[config.mk]
export PLATFORM = sky130hd
export DESIGN_NAME = param_sync_fifo_flat
export DESIGN_NICKNAME = d
export VERILOG_FILES = /design/src/rtl/fifo_pkg.sv /design/src/rtl/param_sync_fifo_if.sv /design/src/rtl/fifo_mem.sv /design/src/rtl/param_sync_fifo.sv /design/src/flat_wrapper.sv
export SDC_FILE = /design/constraint.sdc
export NUM_CORES = 1
export LEC_CHECK = 0
export CORE_ASPECT_RATIO = 0.75
export CORE_MARGIN = 2
export CORE_UTILIZATION = 53
export CTS_BUF_LIST = sky130_fd_sc_hd__clkbuf_8
export DETAILED_ROUTE_END_ITERATION = 6
export PLACE_DENSITY = 0.77
export RECOVER_POWER = 50
export SETUP_SLACK_MARGIN = 0.1
export SLEW_MARGIN = 15
export SYNTH_ARGS = -nofsm -noshare
export SYNTH_HDL_FRONTEND = slang
export SYNTH_SLANG_ARGS = --single-unit
export TNS_END_PERCENT = 30
[constraint.sdc]
create_clock -name clk -period 1.9 [get_ports clk]
set_input_delay 0.38 -clock clk [delete_from_list [all_inputs] [get_ports clk]]
set_output_delay 0.38 -clock clk [all_outputs]
set_load 0.1 [all_outputs]
[src/rtl/fifo_pkg.sv]
// Shared FIFO helpers: ceiling log2 and occupancy-counter sizing, reused by every FIFO user.
package fifo_pkg;

  function automatic int clog2(input int value);
    int result;
    result = 0;
    for (int v = value - 1; v > 0; v = v >> 1) begin
      result++;
    end
    return result;
  endfunction

  // Occupancy runs 0..DEPTH inclusive, so it needs one bit more than a pointer.
  function automatic int level_width(input int addr_width);
    return addr_width + 1;
  endfunction

  localparam int DEF_DEPTH = 8;
  localparam int DEF_LVL_W = clog2(DEF_DEPTH) + 1;

endpackage

[src/rtl/param_sync_fifo_if.sv]
// Request/response bundle between a producer/consumer pair and param_sync_fifo.
// master drives requests and write data; slave (the FIFO) returns data, occupancy and flags.
interface param_sync_fifo_if #(
  parameter int DATA_LEN = 8,
  parameter int LVL_W    = fifo_pkg::DEF_LVL_W
);
  logic                flush;
  logic                clr_err;
  logic                wr_en;
  logic [DATA_LEN-1:0] data_in;
  logic                rd_en;
  logic [DATA_LEN-1:0] data_out;
  logic                out_valid;
  logic                empty;
  logic                full;
  logic                almost_empty;
  logic                almost_full;
  logic [LVL_W-1:0]    level;
  logic                overflow;
  logic                underflow;

  modport master (
    output flush, clr_err, wr_en, data_in, rd_en,
    input  data_out, out_valid, empty, full, almost_empty, almost_full, level, overflow, underflow
  );

  modport slave (
    input  flush, clr_err, wr_en, data_in, rd_en,
    output data_out, out_valid, empty, full, almost_empty, almost_full, level, overflow, underflow
  );
endinterface

[src/rtl/fifo_mem.sv]
// DEPTH x DATA_LEN storage: one synchronous write port, one asynchronous read port, no reset.
// Write lands on the rising edge; read data follows raddr combinationally.
module fifo_mem #(
  parameter int DATA_LEN   = 8,
  parameter int DEPTH      = 8,
  parameter int ADDR_WIDTH = 3
) (
  input  logic                  clk,
  input  logic                  we,
  input  logic [ADDR_WIDTH-1:0] waddr,
  input  logic [DATA_LEN-1:0]   wdata,
  input  logic [ADDR_WIDTH-1:0] raddr,
  output logic [DATA_LEN-1:0]   rdata
);
  logic [DATA_LEN-1:0] mem [DEPTH];

  always_ff @(posedge clk) begin
    if (we) begin
      mem[waddr] <= wdata;
    end
  end

  assign rdata = mem[raddr];
endmodule

[src/rtl/param_sync_fifo.sv]
// Single-clock FIFO with FWFT/registered read, threshold flags, flush and sticky errors.
// Latency 1 cycle write-to-visible and rd-to-data; full drops writes, empty rejects reads.
module param_sync_fifo
  import fifo_pkg::*;
#(
  parameter int DATA_LEN   = 8,
  parameter int DEPTH      = 8,
  parameter int ADDR_WIDTH = 3,
  parameter int FWFT       = 0,
  parameter int AF_LEVEL   = DEPTH - 2,
  parameter int AE_LEVEL   = 2
) (
  input logic              clk,
  input logic              sys_rst_n,
  param_sync_fifo_if.slave bus
);
  localparam int LVL_W = level_width(ADDR_WIDTH);
  localparam logic [ADDR_WIDTH-1:0] LAST_PTR = ADDR_WIDTH'(DEPTH - 1);

  logic [ADDR_WIDTH-1:0] wr_ptr;
  logic [ADDR_WIDTH-1:0] rd_ptr;
  logic [LVL_W-1:0]      level_q;
  logic                  empty;
  logic                  full;
  logic                  wr_ok;
  logic                  rd_ok;
  logic                  mem_we;
  logic [DATA_LEN-1:0]   rd_data;
  logic                  overflow_q;
  logic                  underflow_q;

  function automatic logic [ADDR_WIDTH-1:0] ptr_inc(input logic [ADDR_WIDTH-1:0] p);
    return (p == LAST_PTR) ? '0 : p + ADDR_WIDTH'(1);
  endfunction

  // Flags come straight from the level register, never from this cycle's requests.
  assign empty  = (level_q == '0);
  assign full   = (level_q == LVL_W'(DEPTH));
  assign wr_ok  = bus.wr_en & ~full;
  assign rd_ok  = bus.rd_en & ~empty;
  assign mem_we = wr_ok & ~bus.flush;

  always_ff @(posedge clk or negedge sys_rst_n) begin
    if (!sys_rst_n) begin
      wr_ptr  <= '0;
      rd_ptr  <= '0;
      level_q <= '0;
    end else if (bus.flush) begin
      wr_ptr  <= '0;
      rd_ptr  <= '0;
      level_q <= '0;
    end else begin
      if (wr_ok) wr_ptr <= ptr_inc(wr_ptr);
      if (rd_ok) rd_ptr <= ptr_inc(rd_ptr);
      case ({wr_ok, rd_ok})
        2'b10:   level_q <= level_q + LVL_W'(1);
        2'b01:   level_q <= level_q - LVL_W'(1);
        default: level_q <= level_q;
      endcase
    end
  end

  // A fresh error in the same cycle as clr_err keeps the flag set.
  always_ff @(posedge clk or negedge sys_rst_n) begin
    if (!sys_rst_n) begin
      overflow_q  <= 1'b0;
      underflow_q <= 1'b0;
    end else begin
      overflow_q  <= (bus.wr_en & full)  | (overflow_q  & ~bus.clr_err);
      underflow_q <= (bus.rd_en & empty) | (underflow_q & ~bus.clr_err);
    end
  end

  fifo_mem #(
    .DATA_LEN   (DATA_LEN),
    .DEPTH      (DEPTH),
    .ADDR_WIDTH (ADDR_WIDTH)
  ) u_mem (
    .clk   (clk),
    .we    (mem_we),
    .waddr (wr_ptr),
    .wdata (bus.data_in),
    .raddr (rd_ptr),
    .rdata (rd_data)
  );

  generate
    if (FWFT != 0) begin : g_fwft
      assign bus.data_out  = rd_data;
      assign bus.out_valid = ~empty;
    end else begin : g_std
      logic [DATA_LEN-1:0] dout_q;
      logic                oval_q;

      always_ff @(posedge clk or negedge sys_rst_n) begin
        if (!sys_rst_n) begin
          dout_q <= '0;
          oval_q <= 1'b0;
        end else begin
          oval_q <= rd_ok & ~bus.flush;
          if (rd_ok & ~bus.flush) dout_q <= rd_data;
        end
      end

      assign bus.data_out  = dout_q;
      assign bus.out_valid = oval_q;
    end
  endgenerate

  assign bus.level        = level_q;
  assign bus.empty        = empty;
  assign bus.full         = full;
  assign bus.almost_empty = (int'(level_q) <= AE_LEVEL);
  assign bus.almost_full  = (int'(level_q) >= AF_LEVEL);
  assign bus.overflow     = overflow_q;
  assign bus.underflow    = underflow_q;
endmodule

[src/flat_wrapper.sv]
// flat-port wrapper written by rule: the top's interface ports become plain ports
module param_sync_fifo_flat import fifo_pkg::*;
#(
  parameter int DATA_LEN   = 8,
  parameter int DEPTH      = 8,
  parameter int ADDR_WIDTH = 3,
  parameter int FWFT       = 0,
  parameter int AF_LEVEL   = DEPTH - 2,
  parameter int AE_LEVEL   = 2
)
  (clk, sys_rst_n, bus_flush, bus_clr_err, bus_wr_en, bus_data_in, bus_rd_en, bus_data_out, bus_out_valid, bus_empty, bus_full, bus_almost_empty, bus_almost_full, bus_level, bus_overflow, bus_underflow);
  param_sync_fifo_if #(.DATA_LEN(DATA_LEN), .LVL_W(4)) bus_i ();
  input logic clk;
  input logic sys_rst_n;
  input wire logic [$bits(bus_i.flush)-1:0] bus_flush;
  input wire logic [$bits(bus_i.clr_err)-1:0] bus_clr_err;
  input wire logic [$bits(bus_i.wr_en)-1:0] bus_wr_en;
  input wire logic [$bits(bus_i.data_in)-1:0] bus_data_in;
  input wire logic [$bits(bus_i.rd_en)-1:0] bus_rd_en;
  output wire logic [$bits(bus_i.data_out)-1:0] bus_data_out;
  output wire logic [$bits(bus_i.out_valid)-1:0] bus_out_valid;
  output wire logic [$bits(bus_i.empty)-1:0] bus_empty;
  output wire logic [$bits(bus_i.full)-1:0] bus_full;
  output wire logic [$bits(bus_i.almost_empty)-1:0] bus_almost_empty;
  output wire logic [$bits(bus_i.almost_full)-1:0] bus_almost_full;
  output wire logic [$bits(bus_i.level)-1:0] bus_level;
  output wire logic [$bits(bus_i.overflow)-1:0] bus_overflow;
  output wire logic [$bits(bus_i.underflow)-1:0] bus_underflow;
  assign bus_i.flush = bus_flush;
  assign bus_i.clr_err = bus_clr_err;
  assign bus_i.wr_en = bus_wr_en;
  assign bus_i.data_in = bus_data_in;
  assign bus_i.rd_en = bus_rd_en;
  assign bus_data_out = bus_i.data_out;
  assign bus_out_valid = bus_i.out_valid;
  assign bus_empty = bus_i.empty;
  assign bus_full = bus_i.full;
  assign bus_almost_empty = bus_i.almost_empty;
  assign bus_almost_full = bus_i.almost_full;
  assign bus_level = bus_i.level;
  assign bus_overflow = bus_i.overflow;
  assign bus_underflow = bus_i.underflow;
  param_sync_fifo #(.DATA_LEN(DATA_LEN), .DEPTH(DEPTH), .ADDR_WIDTH(ADDR_WIDTH), .FWFT(FWFT), .AF_LEVEL(AF_LEVEL), .AE_LEVEL(AE_LEVEL)) u_core (.clk(clk), .sys_rst_n(sys_rst_n), .bus(bus_i));
endmodule
==> summary.md, run 1 <==
| Metric | Value |
|---|---|
| Ant. Diodes | 0 |
| Fin crit period | around 2.3 ns |
| Pwr dens | 1570 mW/mm2 |
| Placement Cell Area | 0.00438 mm2 |
| H-tree levels | 3 |
| # nets final | 327 |
| Post-Syn Area per Cell | 16.1 um2 |
| Core area | 0.00670 mm2 |
| Commonest non-fill, non-tap cell in the layout | edfxtp_1 |
| Share of layout cells above drive strength 1 | 0.431 |
| Setup violations, final | 41 |
| Root buffer cell | clkbuf_8 |
| Post-route clock skew | 0.00732 ns |
| Fin crit share | 1.19 |
| Cell mode on critical path | buf_6 |
| Worst setup margin | -0.366 ns |
| CP arrival | 1.89 ns |
| RSZ-0062 raised after global routing | true |
| First-pass detailed-route iteration total | 4 |
| Async S/R FF share, synth | 0.247 |
| Hold crit path type | flip-flop to flip-flop |
| DP Cell Count | 362 |
| DR DRC count | 0 |
| Commonest non-fill, non-tap cells in the layout | edfxtp_1 (64), buf_4 (38), buf_6 (17), dfrtp_1 (17) |
| Family with the most delay on the worst path | simple AND/OR/NAND/NOR gates |
| Die Wd | 99.3 um |
| Clk slew on worst S/H paths | 0.08 ns |
| Worst Path Buf+Inv | 4 |
| Dpl hpwl | 4940 um |
| Initial Util | 0.539 |
| Number of I/O port buffers | 32 |
| CTS tree | done |
| Setup TNS | -6.60 ns |
| Sequential fraction of the synthesis area | 0.678 |
| EDFF count, synth | 64 |
| Grt total ovfl | 0 |
| Wire per inst | between 20 and 25 um |
| WS Path Type | flip-flop to output pin |
| Final Hold Vio Count | 0 |
| Worst-Skew Late Latency | 0.36 ns |
| Largest net degree at the start of global routing | 22 |
| Drt total wl | about 8000 um |
| Critical Path Sink Type | output pin |
| First DRT Iteration DRCs | 175 |
| Slowest CP cell | or4_4 |
| Violated checks | negative setup slack |
| Design Area, Final | 0.00487 mm2 |
| CP max FO | 5 |
| Worst slew pin tran | 1.25 ns |
| Tot Pwr | 7670 uW |
| # rows | 26 |
| Max cap viols | 0 |
| DR vias/cell | around 5.7 |
| Status | complete, but fails checks |
| CP startpoint kind | flip-flop |
| Antenna viol nets, final | 0 |
| Mapped Area | ~0.0036 mm2 |
| Initial antenna violation count | 0 |
| Synth-to-layout area growth | 34.8% |
| Gpl congestion | 0.811 |
| Num CTS Buffers | 9 |
| Syn Nets | 244 |
| Max clock buf depth | 2 |
| Count of clock tree sinks | 85 |
| Total number of yosys warnings | 0 |
| Critical Path Max Stage Delay | 0.53 ns |
| Global-route wire length before repair | 12300 um |
| Top FF cell, synth | edfxtp_1 |
| Yosys cell types | 42 |
| I/O pin count | 33 |
| Leak pwr | 0.00181 uW |
| Slew HR | 0.168 |
| CP required | about 1.5 ns |
| Die height | between 70 and 80 um |
| Total track usage | 0.226 |
| Final cell count without fillers | 395 |
| Yosys reg bits | 85 |
| Max VDD drop | 1.01 mV |
| Vias in the first global route | around 2300 |
| Fmax | 0.441 GHz |
| Crit path cell chain | buf_6 > buf_6 > or4_4 > inv_4 > buf_12 |
| Cells after synthesis | 224 |
| Die ar. | approximately 0.0075 mm2 |
| Max-slew violations | 0 |
| Via Count | 2266 |
==> cell families after synthesis <==
logic type,count (synthesis),synth area share
XOR/XNOR,1,0.00243
AO/OA/AOI/OAI,35,0.0662
AND/OR/NAND/NOR,55,0.0831
multiplexers,25,0.125
flip-flops,85,0.678
adder cells (fa/ha/maj),6,0.0208
buffers and inverters,17,0.0249
==> Yosys cell counts, types with 2 or more instances <==
| cell type | number | area (um2) |
|---|---|---|
| edfxtp_1 | 64 | 1920 |
| dfrtp_1 | 21 | 526 |
| nand2_1 | 19 | 71.3 |
| mux4_2 | 16 | 360 |
| o21ai_0 | 13 | 65.1 |
| nor2_1 | 10 | 37.5 |
| a21oi_1 | 9 | 45.0 |
| mux2i_1 | 8 | 80.1 |
| ha_1 | 6 | 75.1 |
| inv_1 | 5 | 18.8 |
| nand3_1 | 4 | 20.0 |
| nand4b_1 | 4 | 35.0 |
| nor3_1 | 4 | 20.0 |
| buf_2 | 3 | 15.0 |
| clkbuf_1 | 3 | 11.3 |
| o21ai_1 | 3 | 15.0 |
| or3_1 | 3 | 18.8 |
| buf_4 | 2 | 15.0 |
| buf_6 | 2 | 22.5 |
| nand2b_1 | 2 | 12.5 |
| o21a_1 | 2 | 15.0 |
==> through the flow <==
| stage | hold slack (ns) | util | setup WS (ns) |
|---|---|---|---|
| after global routing | 0.517 | 0.727 | -0.407 |
| final | 0.485 | 0.727 | -0.366 |
| after CTS | 0.372 | 0.714 | -0.384 |
| after floorplan | 0.0844 | - | -0.493 |
| after global placement | 0.463 | 0.654 | -0.297 |
| after detailed placement | 0.472 | 0.654 | -0.388 |
==> worst min-delay path: cells and delay by family, from the launching register on <==
family | cells | cell delay, ns
flip-flops | 1 | 0.35
AO/OA/AOI/OAI | 1 | 0.06
AND/OR/NAND/NOR | 1 | 0.05
==> layout make-up <==
cell class	count	area [um2]
timing repair buffer	81	851
clock inverter	6	55.1
sequential	85	2460
clock buffer	9	124
tap	84	105
multi-input combinational	124	1240
fill	401	1830
inverter	6	32.5
==> final timing paths <==
check | slack (ns) | from | to | cells past startpoint
max in group asynchronous | 0.21 | sys_rst_n | u_core.bus.level[2]$_DFFE_PN0P_ | 2
worst min register to register | 0.49 | u_core.bus.data_out[3]$_DFFE_PN0P_ | u_core.bus.data_out[3]$_DFFE_PN0P_ | 2
worst max register to register | -0.29 | u_core.bus.level[2]$_DFFE_PN0P_ | u_core.bus.level[3]$_DFFE_PN0P_ | 9
worst max-delay path | -0.37 | u_core.bus.level[1]$_DFFE_PN0P_ | bus_empty | 5
worst min-delay path | 0.49 | u_core.bus.data_out[3]$_DFFE_PN0P_ | u_core.bus.data_out[3]$_DFFE_PN0P_ | 2
min in group asynchronous | 0.80 | sys_rst_n | u_core.wr_ptr[2]$_DFFE_PN0P_ | 2
==> what timing repair did <==
| item | CTS | global route |
|---|---|---|
| gates resized for setup | 32 | 12 |
| gates cloned | 2 | 0 |
| pin swaps | 18 | 11 |
| hold buffers | 0 | 0 |
| setup buffers | 10 | 7 |
| setup endpoints to repair | 81 | 86 |
==> registers in the layout (all words and copies together) (netlist names) <==
register	count
u_core.rd_ptr	3
u_core.bus.out_valid	1
u_core.u_mem.mem	64
u_core.wr_ptr	3
u_core.bus.level	4
u_core.bus.data_out	8
u_core.bus.underflow	1
u_core.bus.overflow	1
==> routing by layer <==
layer / track usage / part of all wire / vias to the layer above
met4: 0.0700 / 0.013 / 0
met2: 0.379 / 0.51 / 77
met1: 0.298 / 0.42 / 1141
met5: 0 / 0 / -
met3: 0.0587 / 0.057 / 10
li1: - / - / 1038
==> power by group <==
part / internal, uW / switching (uW) / leakage (uW)
clock network: 589 / 628 / 0.0000957
registers: 2200 / 122 / 0.000845
logic: 1600 / 2530 / 0.000871
total: 4390 / 3280 / 0.00181
Note: power is estimated with default switching activity, not from simulation.
==> run 2: changes to the inputs <==
CORE_UTILIZATION = 50   (was 53)
PLACE_DENSITY = 0.74   (was 0.77)
==> run 2 against run 1 <==
Global-route usage down 3.2 points. Die area is 5.7% higher. Combinational power decreased by 5%. Power decreased by 2.2%. Utilization shrank 2.0 points. Count of clock-buffer cells in the layout unchanged. Non-clock buffer count is 3 higher. Sequential share of layout area is essentially flat. Highest routed layer unchanged. Hold slack better by 0.0086 ns. The run still ends with negative setup slack left. Critical path depth did not move. Register-to-register slack lost 0.04 ns. Fmax decreased by 0.19%.
==> summary.md, run 2 (synthesized netlist as in run 1, its figures left out) <==
| Metric | Value |
|---|---|
| WS Path Type | flip-flop to output pin |
| Total track usage | 0.194 (-0.0320) |
| Worst slew pin tran | 1.18 ns (-0.0646 ns) |
| Die height | 77.6 um (+2.8%) |
| Max clock buf depth | 2 (unchanged) |
| Final Hold Vio Count | 0 (unchanged) |
| Gpl congestion | 0.850 (+4.7%) |
| Max cap viols | 0 (unchanged) |
| Final hold slack | 0.494 ns (+0.00858 ns) |
| CP required | 1.52 ns (about the same) |
| Crit path cell chain | or4b_4 > buf_6 > inv_8 > buf_6 > buf_12 |
| Worst-Skew Late Latency | 0.37 ns (about the same) |
| Commonest non-fill, non-tap cells in the layout | edfxtp_1 (64), buf_4 (43), nand2_1 (17), dfrtp_1 (17) |
| Hold-fix buffers at CTS | 0 (unchanged) |
| Cell mode on critical path | buf_6 |
| Grt total ovfl | 0 (unchanged) |
| Final cell count without fillers | 411 (+4.1%) |
| CP arrival | 1.89 ns (about the same) |
| # rows | 26 (unchanged) |
| I/O pin count | 33 (unchanged) |
| Core area | 0.00690 mm2 (+2.9%) |
| Reg with most FFs | u_core.u_mem.mem |
| RSZ-0062 raised after global routing | true |
| Synth-to-layout area growth | 34.8% (about the same) |
| Antenna viol nets, final | 0 (unchanged) |
| Number of I/O port buffers | 32 (unchanged) |
| CP startpoint kind | flip-flop |
| Hold path depth | 2 (unchanged) |
| Vias in the first global route | 2121 (-6.8%) |
| Pwr dens | 1540 mW/mm2 (-2.2%) |
| Status | complete, but fails checks |
| Fmax | 0.441 GHz (-0.19%) |
| Critical Path Max Stage Delay | 0.58 ns (+0.05 ns) |
| R2R cell count | 10 (+1) |
| # nets final | 328 (+0.31%) |
| Slew HR | 0.211 (+0.0431) |
| Setup violations, final | 63 (+54%) |
| Global-route wire length before repair | 11100 um (-9.8%) |
| Die ar. | 0.00793 mm2 (+5.7%) |
| Family with the most delay on the worst path | simple AND/OR/NAND/NOR gates |
| Fin crit share | 1.19 (+0.00226) |
| Leak pwr | 0.00179 uW (-1.3%) |
| Largest net degree at the start of global routing | 22 (unchanged) |
| Dpl hpwl | 4720 um (-4.4%) |
| Crit path depth | 5 (unchanged) |
| Ant. Diodes | 0 (unchanged) |
| Worst Path Buf+Inv | 4 (unchanged) |
| Num CTS Buffers | 9 (unchanged) |
| Root buffer cell | clkbuf_8 |
| Fin crit period | 2.27 ns (+0.00430 ns) |
| Count of clock tree sinks | 85 (unchanged) |
| H-tree levels | 3 (unchanged) |
| CP max FO | 4 (-1) |
| Hold crit path type | flip-flop to flip-flop |
| Slowest CP cell | or4b_4 |
| Clk slew on worst S/H paths | 0.09 ns (about the same) |
| Max-slew violations | 0 (unchanged) |
| Commonest non-fill, non-tap cell in the layout | edfxtp_1 |
| First DRT Iteration DRCs | 157 (-10%) |
| Initial Util | 0.524 (-0.0153) |
| Worst setup margin | -0.370 ns (-0.00430 ns) |
| Violated checks | negative setup slack |
| Initial antenna violation count | 0 (unchanged) |
| DR vias/cell | 5.42 (-5.5%) |
| CTS tree | done |
| Critical Path Sink Type | output pin |
| Setup slack, reg-to-reg | -0.33 ns (-0.04 ns) |
| Die Wd | 102 um (+2.8%) |
| DP Cell Count | 378 (+4.4%) |
| Wire per inst | 17.8 um (-12%) |
| Drt total wl | 7320 um (-8.9%) |
| First-pass detailed-route iteration total | 4 (unchanged) |
| Filler cell count | 450 (+12%) |
| Design Area, Final | 0.00487 mm2 (about the same) |
| Placement Cell Area | 0.00440 mm2 (+0.46%) |
| Post-route clock skew | 0.0132 ns (+0.00593 ns) |
| DR DRC count | 0 (unchanged) |
| Max VDD drop | 0.863 mV (-15%) |
| Share of layout cells above drive strength 1 | 0.425 (-0.00595) |
| Via Count | 2228 (-1.7%) |
| Largest register FFs | 64 (unchanged) |
run 2: cell count changes in the layout (fill, tap and decap cells not counted), sizes merged:
cell	change
buf	+3
clkinv	-1
nand3b	-2
inv	+3
bufinv	-1
run 2: through the flow:
step                      utilization  setup TNS [ns]  power [uW]  setup slack [ns]
after floorplan                     -          -20.68        4740            -0.493
after global placement          0.638          -13.75        5840            -0.284
after detailed placement        0.638          -15.22        5880            -0.374
after CTS                       0.693           -5.96        7410            -0.366
after global routing            0.706          -11.15        7810            -0.431
final                           0.706           -8.75        7500            -0.370
run 2: repair_timing:
action | 4_1_cts | 5_1_grt
buffers inserted | 13 | 4
setup endpoints to repair | 81 | 85
pin swaps | 14 | 6
gates resized for setup | 26 | 16
run 2: layer usage:
layer | part of all wire | track usage | up-vias
li1 | - | - | 1041
met3 | 0.078 | 0.0649 | 6
met5 | 0 | 0 | -
met2 | 0.48 | 0.292 | 90
met1 | 0.44 | 0.277 | 1091
met4 | 0.0053 | 0.0440 | 0
run 2: layout make-up:
cell class	instances	area, um2	area share
timing repair buffer	84	857	0.176
tap	98	123	0.0252
multi-input combinational	122	1200	0.247
clock inverter	7	73.8	0.0152
clock buffer	9	124	0.0254
inverter	6	32.5	0.00668
sequential	85	2460	0.505
run 2: final timing paths:
| kind | start | to |
|---|---|---|
| hold / removal | u_core.bus.data_out[3]$_DFFE_PN0P_ | u_core.bus.data_out[3]$_DFFE_PN0P_ |
| hold reg to reg | u_core.bus.data_out[3]$_DFFE_PN0P_ | u_core.bus.data_out[3]$_DFFE_PN0P_ |
| max in group asynchronous | sys_rst_n | u_core.bus.level[2]$_DFFE_PN0P_ |
| min in group asynchronous | sys_rst_n | u_core.wr_ptr[0]$_DFFE_PN0P_ |
| setup / recovery | u_core.bus.level[1]$_DFFE_PN0P_ | bus_full |
| setup reg to reg | u_core.bus.level[2]$_DFFE_PN0P_ | u_core.bus.level[2]$_DFFE_PN0P_ |
run 2: power by group:
part | switching [uW] | leakage [uW] | internal [uW]
clock network | 722 | 0.000101 | 520
registers | 115 | 0.000845 | 2200
logic | 2430 | 0.000841 | 1500
total | 3270 | 0.00179 | 4230
run 2: tightest hold or removal path, stage by stage, from the launching register on:
cell and delay (ns):
dfrtp_1 0.35, nand2_1 0.05, o21ai_0 0.06
==> run 3: changes to the inputs <==
PLACE_DENSITY = 0.8   (was 0.74)
==> run 3 against run 2 <==
The run still ends with negative setup slack left. Via count rose by 2.6%. Critical path depth rose by 4. Sequential cell count did not move. Power rose by 7.2%. Register-to-register slack got worse by 0.07 ns. Sequential power barely moved. Hold slack got worse by 0.0050 ns. Fmax fell by 1.4%. Setup slack got worse by 0.032 ns. Global-route usage rose by 0.77 points. Routed wire length rose by 13%. Largest cell class unchanged. Largest power group unchanged.
==> summary.md, run 3 (synthesized netlist as in run 1, its figures left out) <==
| Metric | Value |
|---|---|
| First-pass detailed-route iteration total | 4 (unchanged) |
| Core area | 0.00690 mm2 (unchanged) |
| Reg2reg start | u_core.bus.level[1]$_DFFE_PN0P_ |
| Pwr dens | 1620 mW/mm2 (+5.3%) |
| Die height | 77.6 um (unchanged) |
| Commonest non-fill, non-tap cell in the layout | edfxtp_1 |
| Number of I/O port buffers | 32 (unchanged) |
| I/O pin count | 33 (unchanged) |
| Violated checks | negative setup slack |
| Share of layout cells above drive strength 1 | 0.438 (+0.0128) |
| Final hold slack | 0.489 ns (-0.00504 ns) |
| Clk slew on worst S/H paths | 0.08 ns (about the same) |
| Max VDD drop | 1.14 mV (+32%) |
| Reg with most FFs | u_core.u_mem.mem |
| Setup violations, final | 82 (+30%) |
| Max cap viols | 0 (unchanged) |
| Leak pwr | 0.00182 uW (+1.8%) |
| Drt total wl | 8300 um (+13%) |
| # rows | 26 (unchanged) |
| Metal1 wirelength | 3580 um (+12%) |
| Routed wl met3 | 498 um (-12%) |
| Die Wd | 102 um (unchanged) |
| Post-Place Setup Slack | -0.319 ns (+0.0552 ns) |
| Hold crit path type | flip-flop to flip-flop |
| Worst Setup SP | u_core.bus.level[1]$_DFFE_PN0P_ |
| Dpl hpwl | 4730 um (+0.16%) |
| Total track usage | 0.201 (+0.00769) |
| Wire per inst | 20.2 um (+13%) |
| Initial antenna violation count | 0 (unchanged) |
| Num CTS Buffers | 9 (unchanged) |
| CP required | 2.18 ns (+0.66 ns) |
| Max-slew violations | 0 (unchanged) |
| Worst-Skew Late Latency | 0.36 ns (about the same) |
| Fin crit period | 2.30 ns (+0.0321 ns) |
| Final Hold Vio Count | 0 (unchanged) |
| CP startpoint kind | flip-flop |
| Filler cell count | 439 (-2.4%) |
| Grt total ovfl | 0 (unchanged) |
| Worst setup margin | -0.402 ns (-0.0321 ns) |
| CP arrival | 2.58 ns (+0.69 ns) |
| CTS tree | done |
| Critical Path Sink Type | flip-flop |
| Synth-to-layout area growth | 37.2% |
| H-tree levels | 3 (unchanged) |
| Post-route clock skew | 0.00948 ns (-0.00376 ns) |
| Status | complete, but fails checks |
| Fin crit share | 1.21 (+0.0169) |
| Vias in the first global route | 2208 (+4.1%) |
| Worst slew pin tran | 1.18 ns (-0.00494 ns) |
| First DRT Iteration DRCs | 151 (-3.8%) |
| RSZ-0062 raised after global routing | true |
| Max clock buf depth | 2 (unchanged) |
| Ant. Diodes | 0 (unchanged) |
| Gpl congestion | 0.916 (+7.8%) |
| DR DRC count | 0 (unchanged) |
| Hold path start | u_core.bus.data_out[0]$_DFFE_PN0P_ |
| # nets final | 328 (unchanged) |
| Largest net degree at the start of global routing | 22 (unchanged) |
| Hold-fix buffers at CTS | 0 (unchanged) |
| Top Metal Used | met4 |
| DR vias/cell | 5.56 (+2.6%) |
| Fmax | 0.434 GHz (-1.4%) |
| CP max FO | 4 (unchanged) |
| Root buffer cell | clkbuf_8 |
| Largest register FFs | 64 (unchanged) |
| Via Count | 2287 (+2.6%) |
| Global-route wire length before repair | 11500 um (+4.2%) |
| WS Path Type | flip-flop to flip-flop |
| Tot Pwr | 8040 uW (+7.2%) |
| Die ar. | 0.00793 mm2 (unchanged) |
| Initial Util | 0.524 (unchanged) |
| Commonest non-fill, non-tap cells in the layout | edfxtp_1 (64), buf_4 (40), buf_6 (18) |
| Count of clock tree sinks | 85 (unchanged) |
| Slew HR | 0.214 (+0.00329) |
| Antenna viol nets, final | 0 (unchanged) |
| Setup slack, reg-to-reg | -0.40 ns (-0.07 ns) |
| Met2 Routed Length | 4130 um (+18%) |
run 3: area by class of cell:
| cell class | instances | area [um2] | share of cell area |
|---|---|---|---|
| clock buffer | 9 | 124 | 0.0250 |
| clock inverter | 7 | 109 | 0.0220 |
| inverter | 6 | 32.5 | 0.00656 |
| multi-input combinational | 122 | 1240 | 0.250 |
| sequential | 85 | 2460 | 0.496 |
| tap | 98 | 123 | 0.0247 |
| timing repair buffer | 84 | 872 | 0.176 |
run 3: metal layers:
layer | up-vias | track usage
met3 | 10 | 0.0667
met2 | 76 | 0.317
met1 | 1163 | 0.278
met4 | 0 | 0.0413
li1 | 1038 | -
met5 | - | 0
run 3: worst max-delay path: stages, from the launching register on:
cell and delay [ns]:
dfrtp_4 0.50, buf_4 0.17, or3_4 0.40, a21oi_4 0.21
buf_6 0.13, xor2_1 0.16, ha_2 0.22, nor3_1 0.06
nand4b_1 0.21, a21oi_2 0.17
run 3: path summary, 6_finish.rpt:
kind / to / depth (start not counted)
worst min-delay path: u_core.bus.data_out[0]$_DFFE_PN0P_ / 2
worst max-delay path: u_core.bus.level[2]$_DFFE_PN0P_ / 9
max in group asynchronous: u_core.bus.level[0]$_DFFE_PN0P_ / 2
min in group asynchronous: u_core.bus.overflow$_DFF_PN0_ / 2
worst max register to register: u_core.bus.level[2]$_DFFE_PN0P_ / 9
worst min register to register: u_core.bus.data_out[0]$_DFFE_PN0P_ / 2
run 3: report_power, final:
part           switching [uW]  internal (uW)  total [uW]
combinational            2600           1650        4250
sequential                113           2200        2320
clock                     610            859        1470
total                    3320           4720        8040
run 3: timing repair:
action	CTS	global route
resized for setup	25	31
setup endpoints to repair	80	83
cloned	0	0
setup buffers	11	9
pin swaps	11	21
run 3: through the flow:
step                TNS [ns]  cells  utilization  area (um2)
CTS                    -9.66    402        0.689        4750
global route          -14.74    411        0.719        4960
finish                -10.45    411        0.719        4960
global placement      -12.16    375        0.635        4380
floorplan             -20.68    224            -        3670
detailed placement    -15.23    375        0.635        4380
